$ cat config.mk
export PLATFORM = sky130hd
export DESIGN_NAME = alu_result_stage_flat
export DESIGN_NICKNAME = d
export VERILOG_FILES = /design/src/rtl/alu_result_stage_pkg.sv /design/src/rtl/alu_result_stage_if.sv /design/src/rtl/alu_flag_reg.sv /design/src/rtl/alu_result_stage.sv /design/src/flat_wrapper.sv
export SDC_FILE = /design/constraint.sdc
export NUM_CORES = 1
export LEC_CHECK = 0
export CAP_MARGIN = 15
export CORE_MARGIN = 1.5
export CORE_UTILIZATION = 32
export DETAILED_ROUTE_END_ITERATION = 16
export PLACE_DENSITY = 0.76
export REMOVE_ABC_BUFFERS = 1
export SLEW_MARGIN = 20
export SYNTH_ARGS = -nofsm -noshare
export SYNTH_HDL_FRONTEND = slang
export SYNTH_SLANG_ARGS = --single-unit
export TNS_END_PERCENT = 100
$ cat constraint.sdc
create_clock -name clk -period 2 [get_ports clk]
set_input_delay 0.4 -clock clk [delete_from_list [all_inputs] [get_ports clk]]
set_output_delay 0.4 -clock clk [all_outputs]
set_load 0.005 [all_outputs]
$ cat src/rtl/alu_result_stage_pkg.sv
`default_nettype none
// ============================================================================
// Module   : alu_result_stage_pkg
// Brief    : Shared encodings for the ALU result stage: source selects,
//            status-flag bit positions and the flag reset value.
// Revision : 1.0 - initial release
// ============================================================================
package alu_result_stage_pkg;

    typedef enum logic [1:0] {
        OSEL_ADD   = 2'b00,
        OSEL_SHIFT = 2'b01,
        OSEL_LOGIC = 2'b10,
        OSEL_PASS  = 2'b11
    } osel_e;

    localparam int FLAG_C = 3;
    localparam int FLAG_N = 2;
    localparam int FLAG_V = 1;
    localparam int FLAG_Z = 0;

    // Z set, everything else clear: the flags of a zero result.
    localparam logic [3:0] FLAG_RESET = 4'b0001;

endpackage
`default_nettype wire

$ cat src/rtl/alu_result_stage_if.sv
`default_nettype none
// ============================================================================
// Module   : alu_result_stage_if
// Brief    : Function-unit results, handshake and status outputs of the ALU
//            result stage. master = producer/consumer side, slave = stage.
// Revision : 1.0 - initial release
// ============================================================================
interface alu_result_stage_if #(
    parameter int WIDTH = 8
);
    logic             in_valid;
    logic             in_ready;
    logic [1:0]       osel;
    logic [3:0]       flag_we;
    logic [WIDTH-1:0] add_y;
    logic [WIDTH-1:0] shift_y;
    logic [WIDTH-1:0] logic_y;
    logic [WIDTH-1:0] pass_y;
    logic             add_c;
    logic             add_v;
    logic             shift_c;
    logic             shift_v;
    logic             logic_c;
    logic             logic_v;
    logic             out_valid;
    logic             out_ready;
    logic [WIDTH-1:0] y;
    logic             c;
    logic             n;
    logic             v;
    logic             z;
    logic             clr_sticky;
    logic             sticky_v;

    modport master (
        output in_valid, osel, flag_we, add_y, shift_y, logic_y, pass_y,
               add_c, add_v, shift_c, shift_v, logic_c, logic_v,
               out_ready, clr_sticky,
        input  in_ready, out_valid, y, c, n, v, z, sticky_v
    );

    modport slave (
        input  in_valid, osel, flag_we, add_y, shift_y, logic_y, pass_y,
               add_c, add_v, shift_c, shift_v, logic_c, logic_v,
               out_ready, clr_sticky,
        output in_ready, out_valid, y, c, n, v, z, sticky_v
    );

endinterface
`default_nettype wire

$ cat src/rtl/alu_flag_reg.sv
`default_nettype none
// ============================================================================
// Module   : alu_flag_reg
// Brief    : C/N/V/Z status register with per-bit write enable and optional
//            sticky overflow (enabled by ALU_STICKY_OVF_EN).
// Revision : 1.0 - initial release
// ============================================================================
module alu_flag_reg
    import alu_result_stage_pkg::*;
(
    input  wire logic       clk,
    input  wire logic       rst_n,
    input  wire logic       load,
    input  wire logic [3:0] flag_we,
    input  wire logic [3:0] flag_in,
    input  wire logic       is_pass,
    input  wire logic       clr_sticky,
    output logic      [3:0] flags,
    output logic            sticky_v
);

    logic [3:0] flags_q;
    logic [3:0] flags_d;

    always_comb begin
        flags_d = flags_q;
        if (load) begin
            flags_d = (flags_q & ~flag_we) | (flag_in & flag_we);
        end
    end

    always_ff @(posedge clk) begin
        if (!rst_n) begin
            flags_q <= FLAG_RESET;
        end else begin
            flags_q <= flags_d;
        end
    end

    assign flags = flags_q;

`ifdef ALU_STICKY_OVF_EN
    logic sticky_q;
    logic sticky_d;

    // Set is evaluated after clear so a same-cycle set wins; PASS only
    // re-presents the current V and must never count as a new overflow.
    always_comb begin
        sticky_d = sticky_q;
        if (clr_sticky) begin
            sticky_d = 1'b0;
        end
        if (load && flag_we[FLAG_V] && flag_in[FLAG_V] && !is_pass) begin
            sticky_d = 1'b1;
        end
    end

    always_ff @(posedge clk) begin
        if (!rst_n) begin
            sticky_q <= 1'b0;
        end else begin
            sticky_q <= sticky_d;
        end
    end

    assign sticky_v = sticky_q;
`else
    logic unused_sticky_inputs;
    assign unused_sticky_inputs = &{1'b0, clr_sticky, is_pass};
    assign sticky_v             = 1'b0;
`endif

endmodule
`default_nettype wire

$ cat src/rtl/alu_result_stage.sv
`default_nettype none
// ============================================================================
// Module   : alu_result_stage
// Brief    : Selects an ALU unit result, derives N/Z and captures result and
//            flags into a one-entry valid/ready stage. Optional sticky
//            overflow via ALU_STICKY_OVF_EN.
// Revision : 1.0 - initial release
// ============================================================================
module alu_result_stage
    import alu_result_stage_pkg::*;
#(
    parameter int WIDTH = 8
) (
    input  wire logic          clk,
    input  wire logic          rst_n,
    alu_result_stage_if.slave  bus
);

    logic [WIDTH-1:0] sel_y;
    logic             sel_c;
    logic             sel_v;
    logic             is_pass;
    logic [3:0]       sel_flags;
    logic [3:0]       flags;
    logic             accept;

    logic [WIDTH-1:0] y_q;
    logic [WIDTH-1:0] y_d;
    logic             out_valid_q;
    logic             out_valid_d;

    // PASS re-presents the current C/V so those bits never change under it.
    always_comb begin
        sel_y   = bus.add_y;
        sel_c   = bus.add_c;
        sel_v   = bus.add_v;
        is_pass = 1'b0;
        case (osel_e'(bus.osel))
            OSEL_ADD: begin
                sel_y = bus.add_y;
                sel_c = bus.add_c;
                sel_v = bus.add_v;
            end
            OSEL_SHIFT: begin
                sel_y = bus.shift_y;
                sel_c = bus.shift_c;
                sel_v = bus.shift_v;
            end
            OSEL_LOGIC: begin
                sel_y = bus.logic_y;
                sel_c = bus.logic_c;
                sel_v = bus.logic_v;
            end
            OSEL_PASS: begin
                sel_y   = bus.pass_y;
                sel_c   = flags[FLAG_C];
                sel_v   = flags[FLAG_V];
                is_pass = 1'b1;
            end
            default: begin
                sel_y = bus.add_y;
            end
        endcase
    end

    always_comb begin
        sel_flags         = 4'b0000;
        sel_flags[FLAG_C] = sel_c;
        sel_flags[FLAG_N] = sel_y[WIDTH-1];
        sel_flags[FLAG_V] = sel_v;
        sel_flags[FLAG_Z] = (sel_y == '0);
    end

    assign bus.in_ready = ~out_valid_q | bus.out_ready;
    assign accept       = bus.in_valid & bus.in_ready;

    always_comb begin
        y_d         = y_q;
        out_valid_d = out_valid_q;
        if (accept) begin
            y_d         = sel_y;
            out_valid_d = 1'b1;
        end else if (bus.out_ready) begin
            out_valid_d = 1'b0;
        end
    end

    always_ff @(posedge clk) begin
        if (!rst_n) begin
            y_q         <= '0;
            out_valid_q <= 1'b0;
        end else begin
            y_q         <= y_d;
            out_valid_q <= out_valid_d;
        end
    end

    alu_flag_reg u_flag_reg (
        .clk        (clk),
        .rst_n      (rst_n),
        .load       (accept),
        .flag_we    (bus.flag_we),
        .flag_in    (sel_flags),
        .is_pass    (is_pass),
        .clr_sticky (bus.clr_sticky),
        .flags      (flags),
        .sticky_v   (bus.sticky_v)
    );

    assign bus.y         = y_q;
    assign bus.out_valid = out_valid_q;
    assign bus.c         = flags[FLAG_C];
    assign bus.n         = flags[FLAG_N];
    assign bus.v         = flags[FLAG_V];
    assign bus.z         = flags[FLAG_Z];

endmodule
`default_nettype wire

$ cat src/flat_wrapper.sv
// flat-port wrapper written by rule: the top's interface ports become plain ports
module alu_result_stage_flat import alu_result_stage_pkg::*;
#(
    parameter int WIDTH = 8
)
  (clk, rst_n, bus_in_valid, bus_osel, bus_flag_we, bus_add_y, bus_shift_y, bus_logic_y, bus_pass_y, bus_add_c, bus_add_v, bus_shift_c, bus_shift_v, bus_logic_c, bus_logic_v, bus_out_ready, bus_clr_sticky, bus_in_ready, bus_out_valid, bus_y, bus_c, bus_n, bus_v, bus_z, bus_sticky_v);
  alu_result_stage_if #(.WIDTH(WIDTH)) bus_i ();
  input  wire logic clk;
  input  wire logic rst_n;
  input wire logic [$bits(bus_i.in_valid)-1:0] bus_in_valid;
  input wire logic [$bits(bus_i.osel)-1:0] bus_osel;
  input wire logic [$bits(bus_i.flag_we)-1:0] bus_flag_we;
  input wire logic [$bits(bus_i.add_y)-1:0] bus_add_y;
  input wire logic [$bits(bus_i.shift_y)-1:0] bus_shift_y;
  input wire logic [$bits(bus_i.logic_y)-1:0] bus_logic_y;
  input wire logic [$bits(bus_i.pass_y)-1:0] bus_pass_y;
  input wire logic [$bits(bus_i.add_c)-1:0] bus_add_c;
  input wire logic [$bits(bus_i.add_v)-1:0] bus_add_v;
  input wire logic [$bits(bus_i.shift_c)-1:0] bus_shift_c;
  input wire logic [$bits(bus_i.shift_v)-1:0] bus_shift_v;
  input wire logic [$bits(bus_i.logic_c)-1:0] bus_logic_c;
  input wire logic [$bits(bus_i.logic_v)-1:0] bus_logic_v;
  input wire logic [$bits(bus_i.out_ready)-1:0] bus_out_ready;
  input wire logic [$bits(bus_i.clr_sticky)-1:0] bus_clr_sticky;
  output wire logic [$bits(bus_i.in_ready)-1:0] bus_in_ready;
  output wire logic [$bits(bus_i.out_valid)-1:0] bus_out_valid;
  output wire logic [$bits(bus_i.y)-1:0] bus_y;
  output wire logic [$bits(bus_i.c)-1:0] bus_c;
  output wire logic [$bits(bus_i.n)-1:0] bus_n;
  output wire logic [$bits(bus_i.v)-1:0] bus_v;
  output wire logic [$bits(bus_i.z)-1:0] bus_z;
  output wire logic [$bits(bus_i.sticky_v)-1:0] bus_sticky_v;
  assign bus_i.in_valid = bus_in_valid;
  assign bus_i.osel = bus_osel;
  assign bus_i.flag_we = bus_flag_we;
  assign bus_i.add_y = bus_add_y;
  assign bus_i.shift_y = bus_shift_y;
  assign bus_i.logic_y = bus_logic_y;
  assign bus_i.pass_y = bus_pass_y;
  assign bus_i.add_c = bus_add_c;
  assign bus_i.add_v = bus_add_v;
  assign bus_i.shift_c = bus_shift_c;
  assign bus_i.shift_v = bus_shift_v;
  assign bus_i.logic_c = bus_logic_c;
  assign bus_i.logic_v = bus_logic_v;
  assign bus_i.out_ready = bus_out_ready;
  assign bus_i.clr_sticky = bus_clr_sticky;
  assign bus_in_ready = bus_i.in_ready;
  assign bus_out_valid = bus_i.out_valid;
  assign bus_y = bus_i.y;
  assign bus_c = bus_i.c;
  assign bus_n = bus_i.n;
  assign bus_v = bus_i.v;
  assign bus_z = bus_i.z;
  assign bus_sticky_v = bus_i.sticky_v;
  alu_result_stage #(.WIDTH(WIDTH)) u_core (.clk(clk), .rst_n(rst_n), .bus(bus_i));
endmodule
---- After elaboration in Yosys (flattened, before gate mapping) ----
Index checks and enable logic that the tools add are counted.
word-level totals
  bits in registers ....................... 13
  input bits .............................. 49
  output and inout bits ................... 15
  logic and storage cells ................. 21
cells by class
  equal/unequal tests ..................... 3
  muxes and demuxes ....................... 5
  bitwise logic cells ..................... 7
  reduce and logical (&&, ||, !) cells .... 3
operator list
  kind                number
  $pmux 8 s4          1
  $and 4x4->4         2
  $logic_not 8->1     1
  $pmux 1 s4          2
  $eq 2x2->1 const B  2
  $not 4->4           1
  $or 4x4->4          1
  $eq 2x1->1 const B  1
  $logic_not 2->1     1
  $mux 1              2
  $reduce_bool 2->1   1
  $and 1x1->1         1
  $not 1->1           1
  $or 1x1->1          1

---- Longest topological paths before layout ----
Gate-level depths: netlist of the first run.
  depth after elaboration ................. 5
  mapped depth ............................ 5
  mapped depth without buffers ............ 4

---- Modules after synthesis ----
Synthesis of the first run repeated with hierarchy kept, for this count alone.
unflattened totals
  cell total of the unflattened synthesis .. 77
  area, all modules ....................... 815.8 µm²
modules (own cells, without submodules)
  module            instances  cells each  area each (µm²)  sequential area each (µm²)
  alu_result_stage  1          56          641.9            180.2
  alu_flag_reg      1          21          173.9            80.1

---- Worst setup path before layout of the first run ----
Ideal clock, no wire load.
  path type ............................... input -> register
  from .................................... in bus_osel[1]
  to ...................................... reg (tool-made name)
  setup time .............................. 0.093 ns
  arrival ................................. 1.581 ns
  data required time ...................... 1.907 ns
  slack ................................... 0.325 ns
  stages .................................. 5
  path buffers ............................ 1
  path through ............................ clkbuf_1 mux4_2 nor4_1 nand2_1 o311ai_2
RTL lines
  item         line                text
  from (decl)  flat_wrapper.sv:11  input wire logic [$bits(bus_i.osel)-1:0] bus_osel;

==> results.json, run 1 <==
{
  "status": "finished, final reports clean",
  "rsz0062_at_grt": "false",
  "yosys-top-cells-count": "nand2_1 (19), dfxtp_1 (13), a21boi_0 (12)",
  "synth_area_leaders": "dfxtp_1 (33%), mux4_1 (23%), a21boi_0 (11%)",
  "startpoint": "bus_osel[0]",
  "end_kind": "register",
  "syn_avg_cell_area_um2": 10.9,
  "initial_core_util_pct": 35.0,
  "yosysTopAreaCell": "dfxtp_1",
  "die_area_um2": 2800,
  "crit_path_start_kind": "primary input",
  "leakagePower_nw": 0.578,
  "antenna_found_initial": 0,
  "synth_warnings": 0,
  "rrSetupSlack_ps": 720,
  "critPathMaxFanout": 9,
  "synthToLayoutAreaGrowth_pct": 87.6,
  "synth.distinct_cells": 18,
  "vias_per_cell": 4.99,
  "cts_buffers": 3,
  "drive_gt1_share_pct": 9.42,
  "synth_ff_type": "dfxtp_1",
  "vias": 828,
  "wl_um": 2220,
  "grt_pass1_vias": 868,
  "post-cts-setup-buffers": 0,
  "cp.required_ps": 2180,
  "dp_cells": 162,
  "rows": 17,
  "fillers": 180,
  "synthArstFlopShare_pct": 0,
  "synth_area_um2": 797,
  "reg2reg_depth": 4,
  "fmax_ghz": 0.513,
  "antenna_left": 0,
  "timing.rr.start": "u_core.bus.out_valid$_SDFFE_PN0P_",
  "drt_pass1_iterations": 4,
  "clock_path_buffers": 2,
  "critical_path_arrival_ps": 2130,
  "path_clk_slew_ps": 70,
  "syn_inst": 73,
  "die_h_um": 52.9,
  "min_path_type": "register to register",
  "power_density_nw_per_um2": 453,
  "cts_sinks": 13,
  "yosysMostFrequentCell": "nand2_1",
  "ir_worst_vdd_mv": 0.245,
  "gp_congestion": 0.726,
  "io_buffers": 61,
  "wl_per_cell_um": 13.4,
  "gr-total-overflow": 0,
  "cts_tree": "built",
  "grt_first_pass_wirelength_um": 3730,
  "core_area_um2": 2280,
  "synth_edf_count": 0,
  "drcViolationCount": 0,
  "fin_crit_sh_pct": 97.4,
  "clockRootBuffer": "clkbuf_4",
  "synth_top_area_share_pct": 32.7,
  "layoutNonFillerInstCount": 166,
  "ys_ff_latch": 13,
  "drt_iter0_drc": 18,
  "fin_setup_tns_ps": 0,
  "grt_usage_pct": 18.4,
  "io_pins": 64,
  "hold_viol": 0,
  "maxCapViolCount": 0,
  "grt_max_degree": 15,
  "finalSetupViolations": 0,
  "nNetsFinal": 188,
  "clkLatencyLatePin_ps": 270,
  "synth_seq_area_share_pct": 32.7,
  "num_antenna_cells": 0,
  "fin_skew_ps": 5.01,
  "fp.dieW_um": 52.9,
  "worstSetupPathType": "primary input to register",
  "report.final.slew_viol_count": 0,
  "fin_crit_ps": 1950,
  "h-tree-depth": 1
}
critical path: stages:
cell	delay, ps
clkdlybuf4s50_1	500
buf_12	140
mux4_2	520
nor4_2	280
nand2_1	90
o311ai_2	200
logic make-up (layout without fill, tap and decap cells):
group	after synthesis	in the layout	synth area share [%]
flip-flops	13	13	32.7
AO/OA/AOI/OAI	16	16	16.2
AND/OR/NAND/NOR	27	27	14.9
other	1	1	0.471
buffers and inverters	6	71	4.24
multiplexers	10	10	31.6
final cells by class:
class / count / area, um^2 / share of cell area [%]
Sequential cell: 13 / 260 / 17.4
Timing Repair Buffer: 66 / 661 / 44.2
Multi-Input combinational cell: 54 / 509 / 34.1
Inverter: 1 / 3.75 / 0.251
Tap cell: 28 / 35.0 / 2.34
Clock buffer: 4 / 26.3 / 1.76
how the worst min path moves through the flow:
| stage | start | end | slack (ps) | cells after the start |
|---|---|---|---|---|
| 2_1_floorplan | u_core.bus.y[0]$_SDFFE_PN0P_ | u_core.bus.y[0]$_SDFFE_PN0P_ | 460 | 2 |
| 3_3_place_gp | u_core.bus.y[1]$_SDFFE_PN0P_ | u_core.bus.y[1]$_SDFFE_PN0P_ | 450 | 2 |
| 3_5_place_dp | u_core.bus.y[1]$_SDFFE_PN0P_ | u_core.bus.y[1]$_SDFFE_PN0P_ | 460 | 2 |
| 4_1_cts | u_core.bus.y[1]$_SDFFE_PN0P_ | u_core.bus.y[1]$_SDFFE_PN0P_ | 470 | 2 |
| 5_1_grt | u_core.bus.y[1]$_SDFFE_PN0P_ | u_core.bus.y[1]$_SDFFE_PN0P_ | 490 | 2 |
| 6_report | u_core.bus.y[6]$_SDFFE_PN0P_ | u_core.bus.y[6]$_SDFFE_PN0P_ | 470 | 2 |
report_power, final:
part	internal (W)	total [W]	switching [W]
registers	0.000276	0.000285	0.00000919
logic	0.000166	0.000234	0.0000683
clock network	0.0000773	0.000158	0.0000807
cells in the final DEF, fill, tap and decap left out:
cell,netlist,routed
clkdlybuf4s50_1,0,61
nand3_1,1,1
dfxtp_1,13,13
conb_1,1,1
buf_12,0,1
clkbuf_4,0,3
nor4_2,0,1
nor3_1,1,1
buf_4,1,4
mux4_1,7,7
nand2_1,19,19
clkbuf_1,3,1
inv_1,1,1
nand2b_1,1,1
and3_1,3,3
o311ai_2,1,1
a21boi_0,12,12
mux4_2,3,3
o21a_1,3,3
and2_1,1,1
timing repair:
item,4_1_cts,5_1_grt
hold buffers,0,0
gates resized for setup,0,1
setup endpoints to repair,0,1
routing by layer:
metal  GRT usage (%)  routed length (um)
met1            23.0                 925
met2            29.8                1070
met3            5.08                 204
met4            7.69                  19
met5               0                   0
metrics by stage:
step	cell area [um^2]	total power [W]	hold WS [ps]	setup slack (ps)	util (%)
CTS	1490	0.000680	472	24.6	65.4
finish	1500	0.000677	469	51.5	65.7
global route	1500	0.000715	486	9.08	65.7
detailed placement	1460	0.000525	462	-256	64.3
global placement	1460	0.000520	455	-250	64.3
floorplan	767	0.000362	460	487	-
Note: power is estimated with default switching activity, not from simulation.
==> run 2, diff against run 1 <==
--- a/config.mk
+++ b/config.mk
@@ -7,9 +7,9 @@
 export LEC_CHECK = 0
 export CAP_MARGIN = 15
 export CORE_MARGIN = 1.5
-export CORE_UTILIZATION = 32
+export CORE_UTILIZATION = 29
 export DETAILED_ROUTE_END_ITERATION = 16
-export PLACE_DENSITY = 0.76
+export PLACE_DENSITY = 0.72
 export REMOVE_ABC_BUFFERS = 1
 export SLEW_MARGIN = 20
 export SYNTH_ARGS = -nofsm -noshare
==> constraint.sdc (replaced) <==
create_clock -name clk -period 1.7 [get_ports clk]
set_input_delay 0.34 -clock clk [delete_from_list [all_inputs] [get_ports clk]]
set_output_delay 0.34 -clock clk [all_outputs]
set_load 0.005 [all_outputs]
==> run 2 against run 1 <==
  * First-iteration DRC count fell by 56%
  * Cell area is 3.9% higher
  * Largest cell class unchanged
  * Hold slack got worse by 0.89 ps
  * Highest routed layer unchanged
  * Via count down 1.3%
==> results.json, run 2 (same netlist as run 1, synthesis figures left out) <==
{
  "cts_tree": "built",
  "path_clk_slew_ps": 80,
  "place_ws_ps": -566,
  "core_area_um2": 2540,
  "rows": 18,
  "io_buffers": 61,
  "switchingPower_w": 0.000205,
  "synthToLayoutAreaGrowth_pct": 95.0,
  "h-tree-depth": 1,
  "gp_congestion": 0.702,
  "holdWs_ps": 468,
  "swShare_pct": 25.0,
  "pwr-share-seq_pct": 40.9,
  "io_pins": 64,
  "report.final.slew_viol_count": 0,
  "clockRootBuffer": "clkbuf_4",
  "crit_path_top_delay_cell": "mux4_2",
  "worstSetupPathType": "primary input to register",
  "max_stage_delay_ps": 520,
  "die_area_um2": 3070,
  "dpl.hpwl_um": 1920,
  "min_to": "u_core.bus.y[6]$_SDFFE_PN0P_",
  "critical_path_arrival_ps": 1880,
  "num_antenna_cells": 0,
  "crit_path_start_kind": "primary input",
  "clock_path_buffers": 2,
  "antenna_found_initial": 0,
  "drt_iter0_drc": 8,
  "drt_pass1_iterations": 2,
  "rrSetupSlack_ps": 400,
  "vias_per_cell": 4.78,
  "crit_buf_inv": 1,
  "gr-total-overflow": 0,
  "fin_crit_sh_pct": 99.3,
  "fillers": 222,
  "combPwrFrac_pct": 35.0,
  "final.setup.worst_slack_ps": 12.6,
  "crit_family": "multiplexers",
  "layoutNonFillerInstCount": 171,
  "die_h_um": 55.4,
  "final_util_pct": 61.1,
  "post-cts-setup-buffers": 0,
  "cp.required_ps": 1900,
  "vias": 817,
  "wl_per_cell_um": 13.9,
  "nNetsFinal": 191,
  "fp.dieW_um": 55.4,
  "power_density_nw_per_um2": 527,
  "fmax_ghz": 0.593,
  "path_cells": "clkdlybuf4s50_1 -> mux4_2 -> nor4_4 -> nand2_1 -> o311ai_2",
  "ir_worst_vdd_mv": 0.357,
  "seq_area_um2": 260,
  "cts_buffers": 3,
  "antenna_left": 0,
  "drive_gt1_share_pct": 13.5,
  "status": "finished, final reports clean",
  "drcViolationCount": 0,
  "timing.rr.start": "u_core.bus.out_valid$_SDFFE_PN0P_",
  "grt_usage_pct": 15.5,
  "mostFrequentLayoutCell": "clkdlybuf4s50_1",
  "clkLatencyLatePin_ps": 280,
  "min_path_type": "register to register",
  "fin_skew_ps": 0.761,
  "critPathMaxFanout": 2,
  "leakagePower_nw": 0.676,
  "reg2reg_depth": 4,
  "wl_um": 2380,
  "grt_max_degree": 15,
  "p_clk_share_pct": 24.0,
  "final_cell_mix": "clkdlybuf4s50_1 (49), nand2_1 (19), dfxtp_1 (13)",
  "internal-power_w": 0.000614,
  "grt_first_pass_wirelength_um": 3820,
  "multi_input_area_um2": 510,
  "finalSetupViolations": 0,
  "grt_pass1_vias": 916,
  "cts_sinks": 13,
  "end_kind": "register",
  "hold_viol": 0,
  "startpoint": "bus_logic_y[0]",
  "initial_core_util_pct": 31.3,
  "hold_path_depth": 2,
  "fin_crit_ps": 1690,
  "maxCapViolCount": 0,
  "hold_start": "u_core.bus.y[6]$_SDFFE_PN0P_",
  "dp_cells": 166
}
==> run 2: cell count changes in the layout (fill, tap and decap cells not counted) <==
cell             before  now
clkdlybuf4s50_1      61   49
dlymetal6s2s_1        0    9
buf_4                 4    6
dlygate4sd2_1         0    2
mux4_1                7    5
mux4_2                3    5
clkbuf_16             0    1
clkbuf_2              0    1
nor4_2                1    0
nor4_4                0    1
==> run 2: worst max-delay path by stage <==
stage	end	slack (ps)	depth (start not counted)
2_1_floorplan	register	250	4
4_1_cts	register	30	6
3_5_place_dp	register	-570	6
3_3_place_gp	register	-480	6
6_report	register	10	5
5_1_grt	register	-40	5
==> run 2: metrics by stage <==
stage / power [W] / setup TNS [ps] / instance area (um^2)
finish: 0.000819 / 0 / 1550
global route: 0.000857 / -44.8 / 1550
CTS: 0.000814 / 0 / 1510
floorplan: 0.000426 / 0 / 767
detailed placement: 0.000621 / -3180 / 1480
global placement: 0.000614 / -2780 / 1480
==> run 2: layout make-up <==
| type | instances | area share [%] |
|---|---|---|
| flip-flops and latches | 13 | 16.7 |
| well taps | 30 | 2.42 |
| multi-input cells | 54 | 32.9 |
| inverters | 1 | 0.242 |
| clock buffers | 4 | 1.69 |
| repair buffers | 69 | 46.1 |
==> run 2: per-layer routing <==
layer | vias to the layer above | GRT usage (%) | part of all wire (%)
li1 | 408 | - | -
met1 | 361 | 17.2 | 40
met2 | 43 | 28.2 | 51
met3 | 5 | 3.51 | 7.9
met4 | 0 | 6.27 | 1.8
met5 | - | 0 | 0
==> run 2: worst reg2reg max path, cell delays in order (launching register included) <==
cell and delay (ps):
dfxtp_1 310, nand2b_1 90, and2_1 420, a21boi_0 170
o21a_1 190
==> run 2: what timing repair did <==
action	in CTS	in global routing
pin swaps	1	3
hold endpoints to repair	0	0
hold buffers	0	0
gates cloned	0	1
resized for setup	5	13
setup endpoints to repair	5	1
==> run 2: power groups by stage <==
stage | clock network, W | registers, W | logic [W]
6_report | 0.000197 | 0.000335 | 0.000287
3_3_place_gp | 0 | 0.000342 | 0.000272
2_1_floorplan | 0 | 0.000343 | 0.0000829
3_5_place_dp | 0 | 0.000343 | 0.000278
5_1_grt | 0.000210 | 0.000338 | 0.000309
4_1_cts | 0.000199 | 0.000336 | 0.000279
